### src/rtl/comp_search_pkg.sv
// Shared definitions for controllers that consume COMP gt/lt/eq flags.
// Holds the controller state encoding and the compare-count width helper.
package comp_search_pkg;

    typedef enum logic [1:0] {
        IDLE   = 2'd0,
        SEARCH = 2'd1,
        DONE   = 2'd2
    } state_e;

    // Width of a counter that must hold 0..dw inclusive.
    function automatic int steps_w(input int dw);
        return $clog2(dw) + 1;
    endfunction

    // Width of a bit index into a dw-wide word (at least one bit).
    function automatic int idx_w(input int dw);
        return (dw > 1) ? $clog2(dw) : 1;
    endfunction

endpackage

### src/rtl/comp_search.sv
// Successive-approximation search controller recovering the unknown COMP
// operand MSB first, one compare per clock, with early exit on equality.
module comp_search
    import comp_search_pkg::*;
#(
    parameter int DATAWIDTH = 64
) (
    input  logic                            Clk,
    input  logic                            Rst,
    input  logic                            start,
    output logic                            busy,
    output logic [DATAWIDTH-1:0]            a,
    input  logic                            gt,
    input  logic                            lt,
    input  logic                            eq,
    output logic [DATAWIDTH-1:0]            result,
    output logic                            valid,
    input  logic                            ack,
    output logic                            err,
    output logic [steps_w(DATAWIDTH)-1:0]   steps
);

    localparam int SW = steps_w(DATAWIDTH);
    localparam int IW = idx_w(DATAWIDTH);

    state_e                 state_q, state_d;
    logic [DATAWIDTH-1:0]   acc_q, acc_d;
    logic [IW-1:0]          idx_q, idx_d;
    logic [SW-1:0]          steps_q, steps_d;
    logic                   err_q, err_d;

    logic [DATAWIDTH-1:0]   one_w;
    logic [DATAWIDTH-1:0]   trial;
    logic                   flags_ok;

    assign one_w    = DATAWIDTH'(1);
    assign trial    = acc_q | (one_w << idx_q);
    assign flags_ok = $onehot({gt, lt, eq});

    always_ff @(posedge Clk or negedge Rst) begin
        if (!Rst) begin
            state_q <= IDLE;
            acc_q   <= '0;
            idx_q   <= '0;
            steps_q <= '0;
            err_q   <= 1'b0;
        end else begin
            state_q <= state_d;
            acc_q   <= acc_d;
            idx_q   <= idx_d;
            steps_q <= steps_d;
            err_q   <= err_d;
        end
    end

    always_comb begin
        state_d = state_q;
        acc_d   = acc_q;
        idx_d   = idx_q;
        steps_d = steps_q;
        err_d   = err_q;
        unique case (state_q)
            IDLE: begin
                if (start) begin
                    state_d = SEARCH;
                    acc_d   = '0;
                    idx_d   = IW'(DATAWIDTH - 1);
                    steps_d = '0;
                    err_d   = 1'b0;
                end
            end
            SEARCH: begin
                steps_d = steps_q + SW'(1);
                // A faulty flag set freezes acc at its pre-compare value.
                if (!flags_ok) begin
                    err_d   = 1'b1;
                    state_d = DONE;
                end else if (eq) begin
                    acc_d   = trial;
                    state_d = DONE;
                end else begin
                    if (lt) begin
                        acc_d = trial;
                    end
                    if (idx_q == '0) begin
                        state_d = DONE;
                    end else begin
                        idx_d = idx_q - IW'(1);
                    end
                end
            end
            DONE: begin
                if (ack) begin
                    if (start) begin
                        state_d = SEARCH;
                        acc_d   = '0;
                        idx_d   = IW'(DATAWIDTH - 1);
                        steps_d = '0;
                        err_d   = 1'b0;
                    end else begin
                        state_d = IDLE;
                    end
                end
            end
            default: begin
                state_d = IDLE;
            end
        endcase
    end

    assign busy   = (state_q == SEARCH);
    assign valid  = (state_q == DONE);
    assign a      = busy ? trial : '0;
    assign result = valid ? acc_q : '0;
    assign err    = valid & err_q;
    assign steps  = steps_q;

endmodule

### config.mk
export PLATFORM = sky130hd
export DESIGN_NAME = comp_search
export DESIGN_NICKNAME = d
export VERILOG_FILES = /design/src/rtl/comp_search_pkg.sv /design/src/rtl/comp_search.sv
export SDC_FILE = /design/constraint.sdc
export NUM_CORES = 1
export LEC_CHECK = 0
export ABC_AREA = 1
export BUFFER_PORTS_ARGS = -buffer_cell sky130_fd_sc_hd__buf_2
export CORE_ASPECT_RATIO = 1.4
export CORE_MARGIN = 5
export CORE_UTILIZATION = 40
export DETAILED_ROUTE_END_ITERATION = 6
export GPL_TIMING_DRIVEN = 0
export HOLD_SLACK_MARGIN = 0.08
export SYNTH_ARGS = -nofsm -noshare
export SYNTH_HDL_FRONTEND = slang
export SYNTH_SLANG_ARGS = --single-unit
### constraint.sdc
create_clock -name Clk -period 4.6 [get_ports Clk]
set_input_delay 0.92 -clock Clk [delete_from_list [all_inputs] [get_ports Clk]]
set_output_delay 0.92 -clock Clk [all_outputs]
set_load 0.01 [all_outputs]
# After elaboration in Yosys (flattened, before gate mapping)

Cells that the tools add are included.

Register bits: 80
Bits of input ports: 7
Output and inout bits: 138
Word-level logic and storage cells: 59

Add/subtract/negate cells: 4
Eq/ne operators: 11
Shifts and indexed selects: 1
Mux-type cells: 28
Bitwise logic cells: 2
Reduce and logical (&&, ||, !) cells: 8

Operator list:

| operator                                            | count |
|---|---|
| 2-to-1 mux 64 bit                                   | 7 |
| case mux 64 bit (3 select lines)                    | 1 |
| OR 64 bit                                           | 1 |
| << shifter 1 x 6 -> 64 bit, first input constant    | 1 |
| 2-to-1 mux 6 bit                                    | 5 |
| case mux 7 bit (3 select lines)                     | 1 |
| case mux 6 bit (3 select lines)                     | 1 |
| 2-to-1 mux 7 bit                                    | 2 |
| 2-to-1 mux 2 bit                                    | 5 |
| != test 2 bit, second input constant                | 4 |
| adder 7 x 1 -> 7 bit, second input constant         | 1 |
| logical NOT 6 bit                                   | 1 |
| case mux 2 bit (3 select lines)                     | 1 |
| AND reduction 3 bit                                 | 2 |
| subtractor 6 x 1 -> 6 bit, second input constant    | 1 |
| AND reduction 5 bit                                 | 1 |
| equality test 2 x 1 -> 1 bit, second input constant | 2 |
| 2-to-1 mux 1 bit                                    | 4 |
| != test 2 x 1 -> 1 bit, second input constant       | 2 |
| != test 4 x 3 -> 1 bit, second input constant       | 1 |
| AND reduction 4 bit                                 | 1 |
| != test 3 x 1 -> 1 bit, second input constant       | 1 |
| case mux 1 bit (3 select lines)                     | 1 |
| nonzero test 3 bit                                  | 1 |
| 6 further kinds                                     | 6 |

# Logic depth before layout (Yosys ltp)

Gate-level depths: netlist of run 1.

Word-level depth: 6
Depth in mapped cells: 10
Depth with buffers taken out: 9

# Worst setup path before layout of run 1

Ideal clock, no wire load.

Kind: reg-to-output
Start point: reg idx_q[0]
End point: out a[24]
Arrival: 1.396 ns
Required time: 3.680 ns
Slack: 2.284 ns
Stages on the path, launching flop included: 7
Buffers on the path: 0
Cells stage by stage: dfrtp_1 inv_1 ha_1 inv_1 nor2_1 nand4_1 a21oi_1

Cells in the longest elaborated chain, start to end: 3

Ends and longest elaborated chain:

| element                    | line               | text |
|---|---|---|
| start, declared            | comp_search.sv:28  | `logic [IW-1:0] idx_q, idx_d;` |
| start signal, assigned     | comp_search.sv:50  | `idx_q <= idx_d;` |
| << shifter 1 x 6 -> 64 bit | comp_search.sv:37  | `assign trial = acc_q \| (one_w << idx_q);` |
| OR 64 bit                  | comp_search.sv:37  |  |
| 2-to-1 mux 64 bit          | comp_search.sv:113 | `assign a = busy ? trial : '0;` |
| end, declared              | comp_search.sv:12  | `output logic [DATAWIDTH-1:0] a,` |

Every way passes these cells.

# Worst setup path in the final report of run 1

Ends and elaborated chain as after synthesis.

==> results of run 1 <==
## synthesized netlist by cell type
library cell,instances,area [um2]
nand2_1,235,882
inv_1,88,330
dfrtp_1,80,2000
nand3_1,79,395
nor2_1,76,285
a21oi_1,64,320
nand4_1,34,213
buf_2,22,110
buf_1,10,37.5
nor2_2,10,62.6
clkbuf_1,8,30.0
buf_6,6,67.6
ha_1,6,75.1
nand2_2,6,37.5
inv_2,4,15.0
buf_4,3,22.5
nor2_4,2,22.5
o21ai_0,2,10.0
o22ai_1,2,12.5
xor2_1,2,17.5
a21o_1,1,7.51
fa_1,1,20.0
nand3_2,1,10.0
nor3_1,1,5.00
o21a_1,1,7.51
xnor2_1,1,8.76
## cell families after synthesis
group	Yosys count	synth area share (%)
simple gates	444	38.2
buf+inv	141	12.2
flops	80	40.0
compound gates	70	7.15
fa+ha+maj	7	1.90
xor+xnor	3	0.525
## metrics by stage
stage	instance area [um2]	std cells	utilization, %	worst slack (ps)
after floorplan	5010	745	-	2280
after global placement	5920	1039	48.0	1800
after detailed placement	5950	1040	48.3	1790
after CTS	6240	1056	50.7	1420
after global routing	6240	1056	50.7	1280
final	6240	1056	50.7	1310
## worst min-delay path by stage
stage,start,to,cells after the start
after floorplan,acc_q[44],acc_q[44],2
after global placement,acc_q[9],acc_q[9],2
after detailed placement,acc_q[38],acc_q[38],2
after CTS,Rst,acc_q[62],1
after global routing,Rst,acc_q[62],1
final,Rst,acc_q[62],1
## cells in the final DEF, fill, tap and decap left out
| cell | n |
|---|---|
| clkinvlp_4 | 1 |
| dfrtp_1 | 80 |
| clkinv_2 | 2 |
| o21a_1 | 1 |
| a21o_1 | 1 |
| a21oi_1 | 64 |
| clkbuf_8 | 1 |
| buf_6 | 6 |
| clkbuf_16 | 9 |
| buf_4 | 4 |
| nor3_1 | 1 |
| nand2_1 | 235 |
| clkinv_4 | 1 |
| nor2_1 | 76 |
| buf_2 | 165 |
| o22ai_1 | 2 |
| nor2_4 | 2 |
| clkbuf_1 | 9 |
| nand3_1 | 79 |
| nand4_1 | 34 |
| nand2_2 | 6 |
| o21ai_0 | 2 |
| xor2_1 | 2 |
| ha_1 | 6 |
| buf_1 | 10 |
| xnor2_1 | 1 |
| fa_1 | 1 |
| inv_1 | 88 |
| nor2_2 | 10 |
| bufinv_16 | 1 |
| nand3_2 | 1 |
| buf_16 | 1 |
| inv_2 | 4 |
## state kept, by name (all words and copies together), names as in the netlist
signal and flops:
acc_q 64, steps 7, idx_q 6, state_q 2
err_q 1
## report_power, final
group	leakage, nW	switching (W)	internal, W
clock	0.145	0.000300	0.000435
sequential	1.09	0.0000708	0.000798
combinational	2.25	0.00128	0.000432
total	3.49	0.00165	0.00166
## critical path: cells and delay by family (launching register included)
| family | cells | cell delay (ps) |
|---|---|---|
| adders and majority gates | 1 | 350 |
| buffers and inverters | 3 | 460 |
| DFF | 1 | 430 |
| AOI/OAI and AO/OA | 1 | 260 |
| and+or+nand+nor | 2 | 530 |
## per-layer routing
| layer | part of all wire (%) | routed length (um) | up-vias |
|---|---|---|---|
| li1 | - | - | 2657 |
| met1 | 42 | 7220 | 2555 |
| met2 | 50 | 8710 | 196 |
| met3 | 5.7 | 989 | 32 |
| met4 | 2.6 | 443 | 0 |
| met5 | 0 | 0 | - |
## layout make-up
cell class | instances | area [um2] | area share [%]
flip-flops and latches | 80 | 2000 | 32.1
well taps | 150 | 188 | 3.01
clock buffers | 11 | 243 | 3.89
plain buffers | 49 | 268 | 4.29
repair buffers | 145 | 751 | 12.0
clock inverters | 5 | 56.3 | 0.902
inverters | 92 | 345 | 5.53
multi-input cells | 524 | 2390 | 38.3
==> flow_summary.toml, run 1 <==
[status]
outcome = "complete, no violations"

[floorplan]
start_util_pct = 40.7
fp-row-count = 48
dieArea_um2 = 14900
core_area_um2 = 12300
dieHeight_um = 142
ios = 145
die_w_um = 105

[synth]
synth_cells = 745
ys_ff_latch = 80
ys_types = 26
syn-num-nets = 759
yosysWarnings = 0
ys_seq_area_share_pct = 40.0
netlist_area_um2 = 5010
avgSynthCellArea_um2 = 6.72

[worst_setup_path]
cpMaxStageDelayCell = "dfrtp_1"
critical_path_class = "register to primary output"
path_cells = "inv_1, ha_1, inv_1, nor2_1, nand4_1, a21oi_1, buf_2"
critPathCapture = "a[24]"
crit_path_max_incr_delay_ps = 430
critPathLaunchType = "register"
critPathRequiredTime_ps = 3680
arrival_ps = 2370
r2r-start = "idx_q[0]"
cpMostUsedCell = "inv_1"
regToRegSetupSlack_ps = 2570
startpoint = "idx_q[0]"
cp-end-kind = "primary output"
crit-reg2reg-capture = "acc_q[60]"
reg2reg_depth = 8
cp_max_fo = 8

[clock_tree]
htree_num_levels = 3
ctsResizeCount = 0
cts_buffers = 9
cts.sinks = 80
clockBufferDepth = 2
clock_latency_ps = 350
clockRootBuffer = "clkbuf_16"
clkTransAtPathRegs_ps = 60
cts_setup_buffers = 0
cts_hold_buffers = 0
cts_tree = "built"

[timing]
max_freq_mhz = 304
skew_ps = 8.27
setup_tns_ps = 0
tightestPinTransition_ps = 596
fin_crit_sh_pct = 71.5
setup_viol_count_final = 0
holdWs_ps = 443
drv_slew = 0
rsz0062_at_grt = "false"
hold_viol = 0
slew_headroom_pct = 60.2
period_needed_ps = 3290

[routing]
vias = 5440
avgRoutedWirePerCell_um = 16.4
ant_nets = 0
drtIter0Drc = 347
drt-total-wl_um = 17400
drtPass1Iterations = 5
drt-vias-per-instance = 5.15
drc = 0

[finish]
num-nets-final = 915
antennaDiodeCount = 0
fill_cells = 1246
area_growth_pct = 24.7
drive_above_1_share_pct = 23.6

[job]
maxCapViolations = 0

[global_route]
busiest_layer = "met2"
use_met3_pct = 4.49
grt_max_degree = 65
grt-ovfl-total = 0
track_usage_pct = 23.2
grt_pass1_vias = 5293
grt_pass1_wl_um = 27800
antenna_found_initial = 0
grt_use_met1_pct = 29.0
use_met2_pct = 39.7

[placed_design]
place_congestion = 0.905
dp_hpwl_um = 13000
io_buffers = 144

[power_and_ir_drop]
p_leak_nw = 3.49
peakVddDrop_mv = 0.221
power_density_nw_per_um2 = 531
power_w = 0.00332

[worst_hold_path]
hold_path_class = "input pin to asynchronous set/reset pin"
Power figures use the tool's default switching activity.
==> inputs of run 2 (changes only) <==
PLACE_DENSITY = 0.67   (was default)
clock period = 2.75 ns   (was 4.6 ns; I/O delays follow)
==> flow_summary.toml, run 2 (synthesis results as in run 1) <==
[worst_setup_path]
cpMaxStageDelayCell = "dfrtp_1"
critPathLaunchType = "register"
critical_path_buf_inv_count = 2
arrival_ps = 2120
path_cells = "inv_1, ha_1, nand2_2, nor2_2, nand3_1, a21oi_1, buf_2"
critPathTopFamily = "simple AND/OR/NAND/NOR gates"
crit_path_max_incr_delay_ps = 440
critical_path_class = "register to primary output"
cp-end-kind = "primary output"
cp_max_fo = 5
critPathRequiredTime_ps = 2200

[routing]
drt-vias-per-instance = 5.11
avgRoutedWirePerCell_um = 16.1
vias = 5394
drtPass1Iterations = 5
drc = 0
drt-total-wl_um = 17000
drtIter0Drc = 381
ant_nets = 0

[clock_tree]
htree_num_levels = 3
cts_buffers = 9
cts.sinks = 80
clock_latency_ps = 340
clockRootBuffer = "clkbuf_16"
cts_hold_buffers = 0
clkTransAtPathRegs_ps = 60
clockBufferDepth = 2
cts_tree = "built"
cts_setup_buffers = 0

[global_route]
grt_pass1_wl_um = 26700
antenna_found_initial = 0
track_usage_pct = 22.4
grt_max_degree = 61
grt_pass1_vias = 5226
grt-ovfl-total = 0

[power_and_ir_drop]
p_sw_share_pct = 50.0
power_density_nw_per_um2 = 874
pwr-share-seq_pct = 26.7
intPower_w = 0.00272
power_frac_comb_pct = 52.8
p_clk_share_pct = 20.5
power_switching_w = 0.00272
p_leak_nw = 3.47
peakVddDrop_mv = 0.479

[floorplan]
fp-row-count = 48
dieArea_um2 = 14900
die_w_um = 105
core_area_um2 = 12300
start_util_pct = 40.7
dieHeight_um = 142
ios = 145

[timing]
setup_viol_count_final = 0
fin_crit_sh_pct = 97.2
setup_tns_ps = 0
skew_ps = 4.97
hold_viol = 0
period_needed_ps = 2670
rsz0062_at_grt = "false"
drv_slew = 0
tightestPinTransition_ps = 600
max_freq_mhz = 374
slew_headroom_pct = 60.0

[finish]
area_growth_pct = 24.4
top_register = "acc_q"
fill_cells = 1251
largest_register_ffs = 64
num-nets-final = 915
final_common_cell = "nand2_1"
antennaDiodeCount = 0
final_cell_mix = "nand2_1 (235), buf_2 (165), inv_1 (87)"
drive_above_1_share_pct = 23.5
finalNonFillerCells = 1055

[worst_hold_path]
hold_path_class = "input pin to asynchronous set/reset pin"

[placed_design]
place_congestion = 0.944
io_buffers = 144
placed_cells = 1040
dp_hpwl_um = 12700

[job]
maxCapViolations = 0

[status]
outcome = "complete, no violations"
-- run 2: area by class of cell --
type                            count  area, um2  area share [%]
Buffer                             49        268            4.30
Sequential cell                    80       2000            32.1
Tap cell                          150        188            3.01
Timing Repair Buffer              145        751            12.1
Inverter                           92        345            5.54
Clock buffer                       15        268            4.30
Multi-Input combinational cell    524       2410            38.7
-- run 2: power groups by stage --
stage	Sequential [W]	Combinational, W	Clock [W]
finish	0.00145	0.00287	0.00112
global route	0.00147	0.00313	0.00117
CTS	0.00145	0.00283	0.00113
detailed placement	0.00147	0.00281	0
global placement	0.00147	0.00279	0
floorplan	0.00145	0.00192	0
-- run 2: final timing paths --
kind | endpoint | cells past startpoint | from | slack [ps]
min in group Clk | acc_q[17] | 2 | acc_q[17] | 480
worst min register to register | acc_q[17] | 2 | acc_q[17] | 480
worst max-delay path | a[61] | 7 | idx_q[1] | 80
max in group asynchronous | acc_q[6] | 2 | Rst | 2030
worst max register to register | acc_q[61] | 8 | idx_q[1] | 940
worst min-delay path | acc_q[62] | 1 | Rst | 100
-- run 2: routing by layer --
| metal | routed length [um] | global-route usage (%) |
|---|---|---|
| met1 | 6860 | 27.2 |
| met2 | 8400 | 38.7 |
| met3 | 1010 | 3.27 |
| met4 | 714 | 11.5 |
| met5 | 0 | 0 |
-- run 2: metrics by stage --
step                      hold slack, ps  setup slack (ps)  cell area [um2]  power, W  utilization [%]
after detailed placement             465               282             5950   0.00428             48.3
after floorplan                      254               804             5010   0.00337                -
after global placement               462               262             5920   0.00426             48.0
after CTS                            110             0.833             6220   0.00540             50.5
after global routing                 130              10.9             6230   0.00577             50.6
final                               99.6              75.9             6230   0.00544             50.6
-- run 2: what timing repair did --
| action | 4_1_cts | 5_1_grt |
|---|---|---|
| hold endpoints to repair | 0 | 0 |
| setup endpoints to repair | 3 | 17 |
| cloned | 0 | 0 |
| gates resized for setup | 2 | 3 |
-- run 2: worst register-to-register path: stages (launching register included) --
cell and delay (ps):
dfrtp_1 440, inv_1 140, ha_1 210, nand2_2 80, nor2_2 300, nand3_1 180
a21oi_1 250, nand2_1 80, nand2_1 60
==> inputs of run 3 (changes only) <==
ABC_AREA = 0   (was 1)
PLACE_DENSITY = 0.68   (was 0.67)
==> flow_summary.toml, run 3 <==
[status]
outcome = "complete, no violations"

[power_and_ir_drop]
intPower_w = 0.00225
peakVddDrop_mv = 0.354
p_leak_nw = 2.92
power_frac_comb_pct = 32.4
power_switching_w = 0.00147
pwr-share-seq_pct = 34.8
p_clk_share_pct = 32.8
p_sw_share_pct = 39.6
power_w = 0.00373
power_density_nw_per_um2 = 644

[timing]
max_freq_mhz = 373
tightestPinTransition_ps = 750
hold_viol = 0
slew_headroom_pct = 49.7
skew_ps = 6.08
fin_crit_sh_pct = 97.4
setup_viol_count_final = 0
drv_slew = 0
period_needed_ps = 2680
rsz0062_at_grt = "false"
setup_tns_ps = 0

[finish]
fin_util_pct = 51.5
antennaDiodeCount = 0
largest_register_ffs = 64
finalNonFillerCells = 871
final_cell_mix = "buf_2 (158), nand2_1 (85), nor2_1 (84)"
drive_above_1_share_pct = 27.1
top_register = "acc_q"
num-nets-final = 736
area_growth_pct = 27.9
fin_area_um2 = 5780
final_common_cell = "buf_2"
fill_cells = 1113

[placed_design]
io_buffers = 144
dp_hpwl_um = 11600
dpl-instance-area_um2 = 5450
placed_cells = 857
place_congestion = 0.878

[synth]
syn-num-nets = 582
synth_cells = 568
synth_most_common_cell = "nand2_1"
synth_top_area_cell = "dfrtp_1"
netlist_area_um2 = 4520
synth_compound_area_share_pct = 20.8
ys_ff_latch = 80
synthTopCellsByArea = "dfrtp_1 (44%), and2_1 (10%), o21ai_0 (7.3%), a21oi_1 (7.2%), nand2_1 (7.1%)"
ys_types = 37
synth_xor_area_share_pct = 0
yosysWarnings = 0
synth_top_family_by_area = "simple AND/OR/NAND/NOR gates"
synth_top_cell_area_share_pct = 44.3
synthMuxAreaShare_pct = 0
synth-simple-area-share_pct = 28.1
avgSynthCellArea_um2 = 7.96
synth_edf_count = 0
async_flop_share_pct = 100
synth-adder-area-share_pct = 2.10
synth_commonest_cells = "nand2_1 (85), nor2_1 (84), dfrtp_1 (80)"
synth_ff_type = "dfrtp_1"
ys_seq_area_share_pct = 44.3

[floorplan]
core_area_um2 = 11200
die_w_um = 99.9
dieArea_um2 = 13600
dieHeight_um = 136
fp-row-count = 46
ios = 145
start_util_pct = 40.3

[clock_tree]
clockBufferDepth = 2
clock_latency_ps = 340
clockRootBuffer = "clkbuf_16"
cts_tree = "built"
cts_setup_buffers = 0
htree_num_levels = 3
clkTransAtPathRegs_ps = 60
cts.sinks = 80
cts_buffers = 9

[worst_setup_path]
reg2reg_depth = 7
critPathLaunchType = "register"
critPathRequiredTime_ps = 2200
critical_path_class = "register to primary output"
arrival_ps = 2130
cp_max_fo = 10
cp-end-kind = "primary output"

[job]
maxCapViolations = 0

[global_route]
track_usage_pct = 22.8
grt-ovfl-total = 0
grt_max_degree = 63
antenna_found_initial = 0
grt_pass1_wl_um = 24200
grt_pass1_vias = 4640

[routing]
drtPass1Iterations = 5
avgRoutedWirePerCell_um = 18.0
drc = 0
drt-vias-per-instance = 5.44
drtIter0Drc = 350
vias = 4741
ant_nets = 0
drt-total-wl_um = 15700

[worst_hold_path]
hold_path_class = "input pin to asynchronous set/reset pin"
-- run 3: changes by cell type after synthesis, moves of 10 or more --
cell	before	now
nand3_1	79	0
clkbuf_1	8	22
inv_1	88	8
and2_1	0	74
nand2_1	235	85
nand4_1	34	2
buf_2	22	12
a31oi_1	0	10
o21ai_0	2	66
-- run 3: cells by family after synthesis --
kind of cell	Yosys count
DFF	80
AOI/OAI and AO/OA	163
and+or+nand+nor	268
adders and majority gates	7
buffers and inverters	50
-- run 3: critical path, cell delays in order, from the launching register on --
cell and delay [ps]:
dfrtp_1 350, buf_2 170, nor2b_1 330, clkbuf_1 480
a31oi_1 200, nor2_1 120, buf_2 140
-- run 3: per-stage QoR --
step / hold slack, ps / setup WS [ps]
floorplan: 254 / 584
global placement: 467 / -53.3
detailed placement: 452 / -112
CTS: 97.3 / 15.1
global route: 102 / 1.66
finish: 93.7 / 72.5
-- run 3: cell type report --
cell class | instances | area [um2] | share of cell area [%]
Sequential cell | 80 | 2000 | 34.6
Clock buffer | 10 | 239 | 4.13
Buffer | 39 | 183 | 3.16
Timing Repair Buffer | 145 | 751 | 13.0
Tap cell | 144 | 180 | 3.12
Inverter | 9 | 33.8 | 0.584
Multi-Input combinational cell | 438 | 2330 | 40.2
Clock inverter | 6 | 67.6 | 1.17
-- run 3: power by group through the flow --
stage               sequential [W]  clock [W]  combinational [W]
CTS                        0.00129    0.00123            0.00119
finish                     0.00130    0.00122            0.00121
global route               0.00131    0.00128            0.00131
floorplan                  0.00131          0           0.000737
detailed placement         0.00132          0            0.00118
global placement           0.00131          0            0.00115
-- run 3: worst paths after layout --
| path | startpoint | end | slack, ps |
|---|---|---|---|
| setup reg to reg | idx_q[0] | idx_q[4] | 580 |
| hold reg to reg | steps[6] | steps[6] | 490 |
| setup / recovery | idx_q[3] | a[36] | 70 |
| hold / removal | Rst | acc_q[39] | 90 |
| min in group Clk | steps[6] | steps[6] | 490 |
| max in group asynchronous | Rst | acc_q[22] | 2050 |
-- run 3: timing repair --
action	4_1_cts	5_1_grt
endpoints found under the setup margin	42	36
gates resized for setup	7	11
hold buffers	0	0
gates cloned	0	0
-- run 3: metal layers --
layer / wire [um] / GRT usage [%] / vias to the layer above / share of wire (%)
met4: 480 / 8.58 / 0 / 3.1
met2: 8040 / 39.4 / 189 / 51
met3: 941 / 3.81 / 37 / 6.0
li1: - / - / 2206 / -
met1: 6190 / 28.1 / 2309 / 40
met5: 0 / 0 / - / 0
